**config.mk**
```make
export PLATFORM = sky130hd
export DESIGN_NAME = stopwatch_lap_timer
export DESIGN_NICKNAME = d
export VERILOG_FILES = /design/src/rtl/stopwatch_pkg.sv /design/src/rtl/sw_prescaler.sv /design/src/rtl/stopwatch_lap_timer.sv
export SDC_FILE = /design/constraint.sdc
export NUM_CORES = 1
export LEC_CHECK = 0
export BUFFER_PORTS_ARGS = -buffer_cell sky130_fd_sc_hd__buf_2
export CAP_MARGIN = 20
export CORE_AREA = 2 2 177 266
export CTS_CLUSTER_SIZE = 16
export DETAILED_ROUTE_END_ITERATION = 6
export DIE_AREA = 0 0 179 268
export HOLD_SLACK_MARGIN = 0.02
export SLEW_MARGIN = 5
export SYNTH_ARGS = -nofsm -noshare
export SYNTH_HDL_FRONTEND = slang
export SYNTH_SLANG_ARGS = --single-unit
```
**constraint.sdc**
```tcl
create_clock -name clk -period 9.2 [get_ports clk]
set_clock_uncertainty 0.05 [all_clocks]
set_input_delay 0.46 -clock clk [delete_from_list [all_inputs] [get_ports clk]]
set_output_delay 0.46 -clock clk [all_outputs]
set_load 0.05 [all_outputs]
```
**src/rtl/stopwatch_pkg.sv**
```systemverilog
// Shared definitions for the stopwatch lap timer.
//   sw_state_e      : controller state, encoded as seen on state_o
//   CS_PER_SEC/MIN  : centisecond scaling constants
//   MAX_CS_DEFAULT  : 59:59.99 expressed in centiseconds
//   led_spot()      : one-hot running-spot pattern for a centisecond count
package stopwatch_pkg;

  typedef enum logic [1:0] {
    ST_IDLE   = 2'd0,
    ST_RUN    = 2'd1,
    ST_PAUSE  = 2'd2,
    ST_RECALL = 2'd3
  } sw_state_e;

  localparam int CS_PER_SEC     = 100;
  localparam int CS_PER_MIN     = 6000;
  localparam int MAX_CS_DEFAULT = 59 * CS_PER_MIN + 59 * CS_PER_SEC + 99;

  // Seconds digit d = (cs / 100) % 10 lights led[9-d], so the spot walks
  // from the left-most LED to the right-most once every ten seconds.
  function automatic logic [9:0] led_spot(input logic [31:0] cs);
    logic [31:0] digit;
    digit = (cs / 32'(CS_PER_SEC)) % 32'd10;
    return 10'b10_0000_0000 >> digit;
  endfunction

endpackage

```
**src/rtl/sw_prescaler.sv**
```systemverilog
// Centisecond prescaler.
//   clk, rst_n : system clock, asynchronous active-low reset
//   en         : count enable; when low the count holds its value
//   clr        : synchronous clear to 0, wins over en
//   tick       : high for the cycle in which the count equals TICK_DIV-1
//                while enabled (suppressed during clr)
module sw_prescaler #(
  parameter int TICK_DIV = 500000
) (
  input  logic clk,
  input  logic rst_n,
  input  logic en,
  input  logic clr,
  output logic tick
);

  localparam int            PW   = (TICK_DIV > 1) ? $clog2(TICK_DIV) : 1;
  localparam logic [PW-1:0] LAST = PW'(TICK_DIV - 1);

  logic [PW-1:0] cnt_q;
  logic [PW-1:0] cnt_d;

  assign tick = en && !clr && (cnt_q == LAST);

  always_comb begin
    cnt_d = cnt_q;
    if (clr) begin
      cnt_d = '0;
    end else if (en) begin
      cnt_d = tick ? '0 : cnt_q + 1'b1;
    end
  end

  always_ff @(posedge clk or negedge rst_n) begin
    if (!rst_n) begin
      cnt_q <= '0;
    end else begin
      cnt_q <= cnt_d;
    end
  end

endmodule

```
**src/rtl/stopwatch_lap_timer.sv**
```systemverilog
// Stopwatch with RUN/PAUSE/RECALL control, lap memory and lap-hold display.
//   clk, rst_n      : system clock, asynchronous active-low reset
//   start_stop_p    : start from IDLE, otherwise stop and clear everything
//   pause_p         : RUN<->PAUSE, or leave RECALL back to PAUSE
//   lap_p           : capture the running count into lap memory (RUN only)
//   recall_p        : enter RECALL from PAUSE, then step through stored laps
//   time_display    : registered display value in centiseconds
//   lap_index       : lap shown in RECALL, else next write slot (saturated)
//   lap_count       : stored laps, 0..LAP_DEPTH
//   lap_full        : sticky, a lap was dropped because memory was full
//   state_o         : controller state (IDLE=0 RUN=1 PAUSE=2 RECALL=3)
//   led             : registered running-spot indicator
//   wrap_p          : one-cycle pulse aligned with the counter reading 0
//                     after a wrap from MAX_CS
// Input contract: every *_p input is a one-cycle pulse from the key edge
// stage; there is no backpressure. When several arrive in the same cycle
// only the highest-priority one acts:
// start_stop_p > pause_p > lap_p > recall_p.
module stopwatch_lap_timer
  import stopwatch_pkg::*;
#(
  parameter int TICK_DIV  = 500000,
  parameter int MAX_CS    = MAX_CS_DEFAULT,
  parameter int TW        = 19,
  parameter int LAP_DEPTH = 8,
  parameter int HOLD_CS   = 200,
  parameter int LW        = $clog2(LAP_DEPTH)
) (
  input  logic          clk,
  input  logic          rst_n,
  input  logic          start_stop_p,
  input  logic          pause_p,
  input  logic          lap_p,
  input  logic          recall_p,
  output logic [TW-1:0] time_display,
  output logic [LW-1:0] lap_index,
  output logic [LW:0]   lap_count,
  output logic          lap_full,
  output logic [1:0]    state_o,
  output logic [9:0]    led,
  output logic          wrap_p
);

  localparam int            HW        = (HOLD_CS > 0) ? $clog2(HOLD_CS + 1) : 1;
  localparam logic [TW-1:0] MAX_V     = TW'(MAX_CS);
  localparam logic [LW:0]   DEPTH_V   = (LW + 1)'(LAP_DEPTH);
  localparam logic [HW-1:0] HOLD_V    = HW'(HOLD_CS);
  localparam logic [LW-1:0] LAST_SLOT = LW'(LAP_DEPTH - 1);

  sw_state_e     state_q, state_d;
  logic [TW-1:0] cnt_q, cnt_d;
  logic [TW-1:0] latch_q, latch_d;
  logic [TW-1:0] disp_q, disp_d;
  logic [HW-1:0] hold_q, hold_d;
  logic [LW:0]   lap_count_q, lap_count_d;
  logic [LW-1:0] recall_idx_q, recall_idx_d;
  logic          lap_full_q, lap_full_d;
  logic          wrap_q, wrap_d;
  logic [9:0]    led_q, led_d;

  logic [TW-1:0] lap_mem [LAP_DEPTH];
  logic          mem_we;
  logic [LW-1:0] mem_waddr;

  logic tick;
  logic ss_go, pause_go, lap_go, recall_go;

  // Priority decode: a higher pulse masks all lower ones in its cycle.
  assign ss_go     = start_stop_p;
  assign pause_go  = pause_p  & ~start_stop_p;
  assign lap_go    = lap_p    & ~start_stop_p & ~pause_p;
  assign recall_go = recall_p & ~start_stop_p & ~pause_p & ~lap_p;

  // The prescaler only runs in RUN and keeps its phase across a pause.
  sw_prescaler #(
    .TICK_DIV (TICK_DIV)
  ) u_prescaler (
    .clk   (clk),
    .rst_n (rst_n),
    .en    (state_q == ST_RUN),
    .clr   (ss_go),
    .tick  (tick)
  );

  // ---------------------------------------------------------------------
  // FSM: state register
  // ---------------------------------------------------------------------
  always_ff @(posedge clk or negedge rst_n) begin
    if (!rst_n) begin
      state_q <= ST_IDLE;
    end else begin
      state_q <= state_d;
    end
  end

  // ---------------------------------------------------------------------
  // FSM: next state
  // ---------------------------------------------------------------------
  always_comb begin
    state_d = state_q;
    case (state_q)
      ST_IDLE: begin
        if (ss_go) state_d = ST_RUN;
      end
      ST_RUN: begin
        if (ss_go)         state_d = ST_IDLE;
        else if (pause_go) state_d = ST_PAUSE;
      end
      ST_PAUSE: begin
        if (ss_go)                                      state_d = ST_IDLE;
        else if (pause_go)                              state_d = ST_RUN;
        else if (recall_go && (lap_count_q != '0))      state_d = ST_RECALL;
      end
      ST_RECALL: begin
        if (ss_go)         state_d = ST_IDLE;
        else if (pause_go) state_d = ST_PAUSE;
      end
      default: state_d = ST_IDLE;
    endcase
  end

  // ---------------------------------------------------------------------
  // Datapath next values: counter, hold timer, laps, recall index
  // ---------------------------------------------------------------------
  always_comb begin
    cnt_d        = cnt_q;
    hold_d       = hold_q;
    latch_d      = latch_q;
    lap_count_d  = lap_count_q;
    lap_full_d   = lap_full_q;
    recall_idx_d = recall_idx_q;
    wrap_d       = 1'b0;
    mem_we       = 1'b0;
    mem_waddr    = lap_count_q[LW-1:0];

    if (ss_go) begin
      // Leaving for IDLE clears everything; entering RUN from IDLE finds
      // these already clear, so the clear is applied unconditionally.
      cnt_d        = '0;
      hold_d       = '0;
      latch_d      = '0;
      lap_count_d  = '0;
      lap_full_d   = 1'b0;
      recall_idx_d = '0;
    end else begin
      case (state_q)
        ST_RUN: begin
          if (tick) begin
            cnt_d  = (cnt_q == MAX_V) ? '0 : cnt_q + 1'b1;
            wrap_d = (cnt_q == MAX_V);
            if (hold_q != '0) hold_d = hold_q - 1'b1;
          end
          // The lap captures this cycle's count; a reload of the hold
          // timer overrides a decrement from a coincident tick.
          if (lap_go) begin
            if (lap_count_q < DEPTH_V) begin
              mem_we      = 1'b1;
              lap_count_d = lap_count_q + 1'b1;
            end else begin
              lap_full_d = 1'b1;
            end
            hold_d  = HOLD_V;
            latch_d = cnt_q;
          end
        end
        ST_PAUSE: begin
          if (recall_go && (lap_count_q != '0)) recall_idx_d = '0;
        end
        ST_RECALL: begin
          if (recall_go) begin
            recall_idx_d = ({1'b0, recall_idx_q} == lap_count_q - 1'b1)
                           ? '0 : recall_idx_q + 1'b1;
          end
        end
        default: ;
      endcase
    end
  end

  // ---------------------------------------------------------------------
  // FSM: registered outputs (display and LED spot)
  // ---------------------------------------------------------------------
  always_comb begin
    disp_d = '0;
    led_d  = '0;
    case (state_q)
      ST_IDLE: begin
        disp_d = '0;
        led_d  = '0;
      end
      ST_RECALL: begin
        disp_d = lap_mem[recall_idx_q];
        led_d  = led_spot(32'(cnt_q));
      end
      default: begin
        disp_d = (hold_q != '0) ? latch_q : cnt_q;
        led_d  = led_spot(32'(cnt_q));
      end
    endcase
  end

  always_ff @(posedge clk or negedge rst_n) begin
    if (!rst_n) begin
      cnt_q        <= '0;
      hold_q       <= '0;
      latch_q      <= '0;
      lap_count_q  <= '0;
      lap_full_q   <= 1'b0;
      recall_idx_q <= '0;
      wrap_q       <= 1'b0;
      disp_q       <= '0;
      led_q        <= '0;
    end else begin
      cnt_q        <= cnt_d;
      hold_q       <= hold_d;
      latch_q      <= latch_d;
      lap_count_q  <= lap_count_d;
      lap_full_q   <= lap_full_d;
      recall_idx_q <= recall_idx_d;
      wrap_q       <= wrap_d;
      disp_q       <= disp_d;
      led_q        <= led_d;
    end
  end

  // Lap storage has no reset; lap_count bounds which entries are valid.
  // state_q is IDLE throughout reset, so no write can happen then.
  always_ff @(posedge clk) begin
    if (mem_we) lap_mem[mem_waddr] <= cnt_q;
  end

  assign time_display = disp_q;
  assign led          = led_q;
  assign wrap_p       = wrap_q;
  assign state_o      = state_q;
  assign lap_count    = lap_count_q;
  assign lap_full     = lap_full_q;
  assign lap_index    = (state_q == ST_RECALL) ? recall_idx_q
                      : (lap_count_q >= DEPTH_V) ? LAST_SLOT
                      : lap_count_q[LW-1:0];

endmodule

```
==> results.sh <==
export IMPL_outcome="completed"
export IMPL_vias_per_cell=5.76
export IMPL_dieArea_sq_um=48000
export IMPL_wire_per_inst_microns=18.9
export IMPL_htree_levels=1
export IMPL_io_pins=46
export IMPL_grt_pass1_vias=12500
export IMPL_rows=96
export IMPL_maxCapViolCount=0
export IMPL_max_slew_worst_pin_slew_ns=0.961
export IMPL_drc=0
export IMPL_drive_gt1_share_pct=18.2
export IMPL_critPathMaxFanout=22
export IMPL_min_period_over_period_pct=95.4
export IMPL_cts_tree="built"
export IMPL_grt_max_degree=71
export IMPL_drt_iter0_markers=807
export IMPL_syn_avg_cell_area_sq_um=10.2
export IMPL_criticalPathCategory="flip-flop to flip-flop"
export IMPL_end_kind="flip-flop"
export IMPL_synth_area_leaders="edfxtp_1, dfrtp_1, mux4_2"
export IMPL_slowest_delay_ns=0.58
export IMPL_crit_buf_inv=4
export IMPL_whs_ns=0.243
export IMPL_synth_edff_count=152
export IMPL_max_freq_ghz=0.114
export IMPL_worstSetupStartpointType="flip-flop"
export IMPL_portBuffers=45
export IMPL_p_per_area_nw_per_um2=238
export IMPL_cts_buffers=23
export IMPL_synth_seq_cells=257
export IMPL_yosys_top_cells_count="edfxtp_1, nand2_1, nor2_1"
export IMPL_diodes=0
export IMPL_ys_warnings_count=0
export IMPL_ys_types=116
export IMPL_async_flop_share_pct=40.9
export IMPL_syn_num_nets=1570
export IMPL_area_delta_synth_final_pct=12.0
export IMPL_slew_viol_final=0
export IMPL_setup_tns_ns=0
export IMPL_core_area_sq_um=45500
export IMPL_critPathTopFamily="compound AO/OA/AOI/OAI gates"
export IMPL_grt_overflow=0
export IMPL_fin_util_pct=38.9
export IMPL_critPathSlowestCell="dfrtp_4"
export IMPL_yosysTopAreaCell="edfxtp_1"
export IMPL_hold_class="input port to flip-flop"
export IMPL_critPathArrivalTime_ns=9.18
export IMPL_wl_microns=41600
export IMPL_clockBufferDepth=3
export IMPL_min_period_ns=8.78
export IMPL_seq_area_frac_synth_pct=45.5
export IMPL_relSlewSlack_pct=36.0
export IMPL_synth_top_cell_area_share_pct=28.9
export IMPL_cts_reportedPaths_clkPinSlew_ns=0.06
export IMPL_total_leakage_power_nw=6.59
export IMPL_die_w_microns=179
export IMPL_grt_pass1_wl_microns=65900
export IMPL_initial_core_util_pct=34.7
export IMPL_ys_flop_type="edfxtp_1"
export IMPL_hpwl_microns=28800
export IMPL_gr_usage_all_layers_pct=17.1
export IMPL_antenna_found_initial=0
export IMPL_clockRootBuffer="clkbuf_16"
export IMPL_hold_viol=0
export IMPL_gp_routability_congestion=0.916
export IMPL_nets=1615
export IMPL_firstDrtPassIters=5
export IMPL_critical_path_required_ns=9.61
export IMPL_die_h_microns=268
export IMPL_syn_cell_area_sq_um=15800
export IMPL_synthCells=1549
export IMPL_irDropWorstVdd_mv=0.184
export IMPL_worstSkewPairLatency_ns=0.53
export IMPL_vias=12700
export IMPL_setup_violations_final=0
export IMPL_cts_sinks=257
export IMPL_ant_nets=0
cell families (layout without fill, tap and decap cells):
| logic type | after synthesis | after routing | synth area share [%] |
|---|---|---|---|
| and+or+nand+nor | 565 | 565 | 18.1 |
| DFF | 257 | 257 | 45.5 |
| muxes | 82 | 82 | 8.43 |
| xor gates and xnor gates | 51 | 51 | 2.92 |
| buffers and inverters | 128 | 188 | 3.54 |
| AOI/OAI and AO/OA | 450 | 450 | 20.3 |
| adders and majority gates | 16 | 16 | 1.25 |
tightest hold or removal path, stage by stage:
cell and delay [ns]:
buf_2 0.14, o21ai_0 0.11, nand3_1 0.07
per-stage QoR:
stage / setup WS, ns / area [sq um] / total power (W) / std cells
floorplan: 1.05 / 15800 / 0.00282 / 1549
global placement: -0.00677 / 16800 / 0.00329 / 2148
detailed placement: -0.0295 / 16800 / 0.00328 / 2148
CTS: 0.0194 / 17500 / 0.00415 / 2189
global route: -0.0407 / 17700 / 0.00452 / 2197
finish: 0.422 / 17700 / 0.00422 / 2197
state kept, by name, indices dropped and copies added (netlist names):
name               count
state_o                2
lap_mem              152
cnt_q                 19
hold_q                 8
wrap_p                 1
lap_count              4
latch_q               19
lap_full               1
recall_idx_q           3
led                   10
u_prescaler.cnt_q     19
time_display          19
metal layers:
metal / wire length (microns) / part of all wire [%] / track usage [%]
met1: 16600 / 40 / 19.4
met2: 22100 / 53 / 32.4
met3: 1200 / 2.9 / 1.17
met4: 1680 / 4.0 / 7.12
met5: 0 / 0 / 0
cells in the final DEF (no fill, tap or decap), types with 17 or more instances in the layout:
cell and count:
a21o_1 17, a21oi_1 65, and2_1 26, and3_1 25, buf_2 44, buf_4 68, clkbuf_16 23, dfrtp_1 97
edfxtp_1 152, inv_1 27, mux2i_1 30, mux4_2 38, nand2_1 151, nand2b_1 29, nand3_1 51, nor2_1 122
nor3_1 39, o211ai_1 18, o21ai_0 100, o31ai_1 32, xnor2_1 30, xor2_1 18
power by group:
| group | internal, W | switching (W) |
|---|---|---|
| Sequential | 0.00125 | 0.0000270 |
| Combinational | 0.000806 | 0.00127 |
| Clock | 0.000462 | 0.000399 |
| Total | 0.00252 | 0.00170 |
layout make-up:
cell class / instances / area (sq um)
fillers: 4392 / 27800
well taps: 588 / 736
flip-flops and latches: 257 / 7200
multi-input cells: 1164 / 8260
clock buffers: 32 / 609
clock inverters: 8 / 38.8
inverters: 35 / 131
repair buffers: 113 / 741
what timing repair did:
action	CTS	global route
gates resized for setup	5	35
endpoints found under the hold margin	35	0
pin swaps	0	7
hold buffers	1	0
buffers inserted	0	8
setup endpoints to repair	2	10
gates cloned	0	0
worst paths after layout:
check                      slack [ns]           end       start  cells past startpoint
max                              0.42        led[6]   cnt_q[15]                     33
min                              0.24    state_o[0]     pause_p                      3
max reg2reg                      0.42        led[6]   cnt_q[15]                     33
min reg2reg                      0.43    latch_q[8]  latch_q[8]                      2
max in group asynchronous        7.27     cnt_q[15]       rst_n                      3
min in group asynchronous        0.39  lap_count[2]       rst_n                      2
Power figures use the tool's default switching activity.
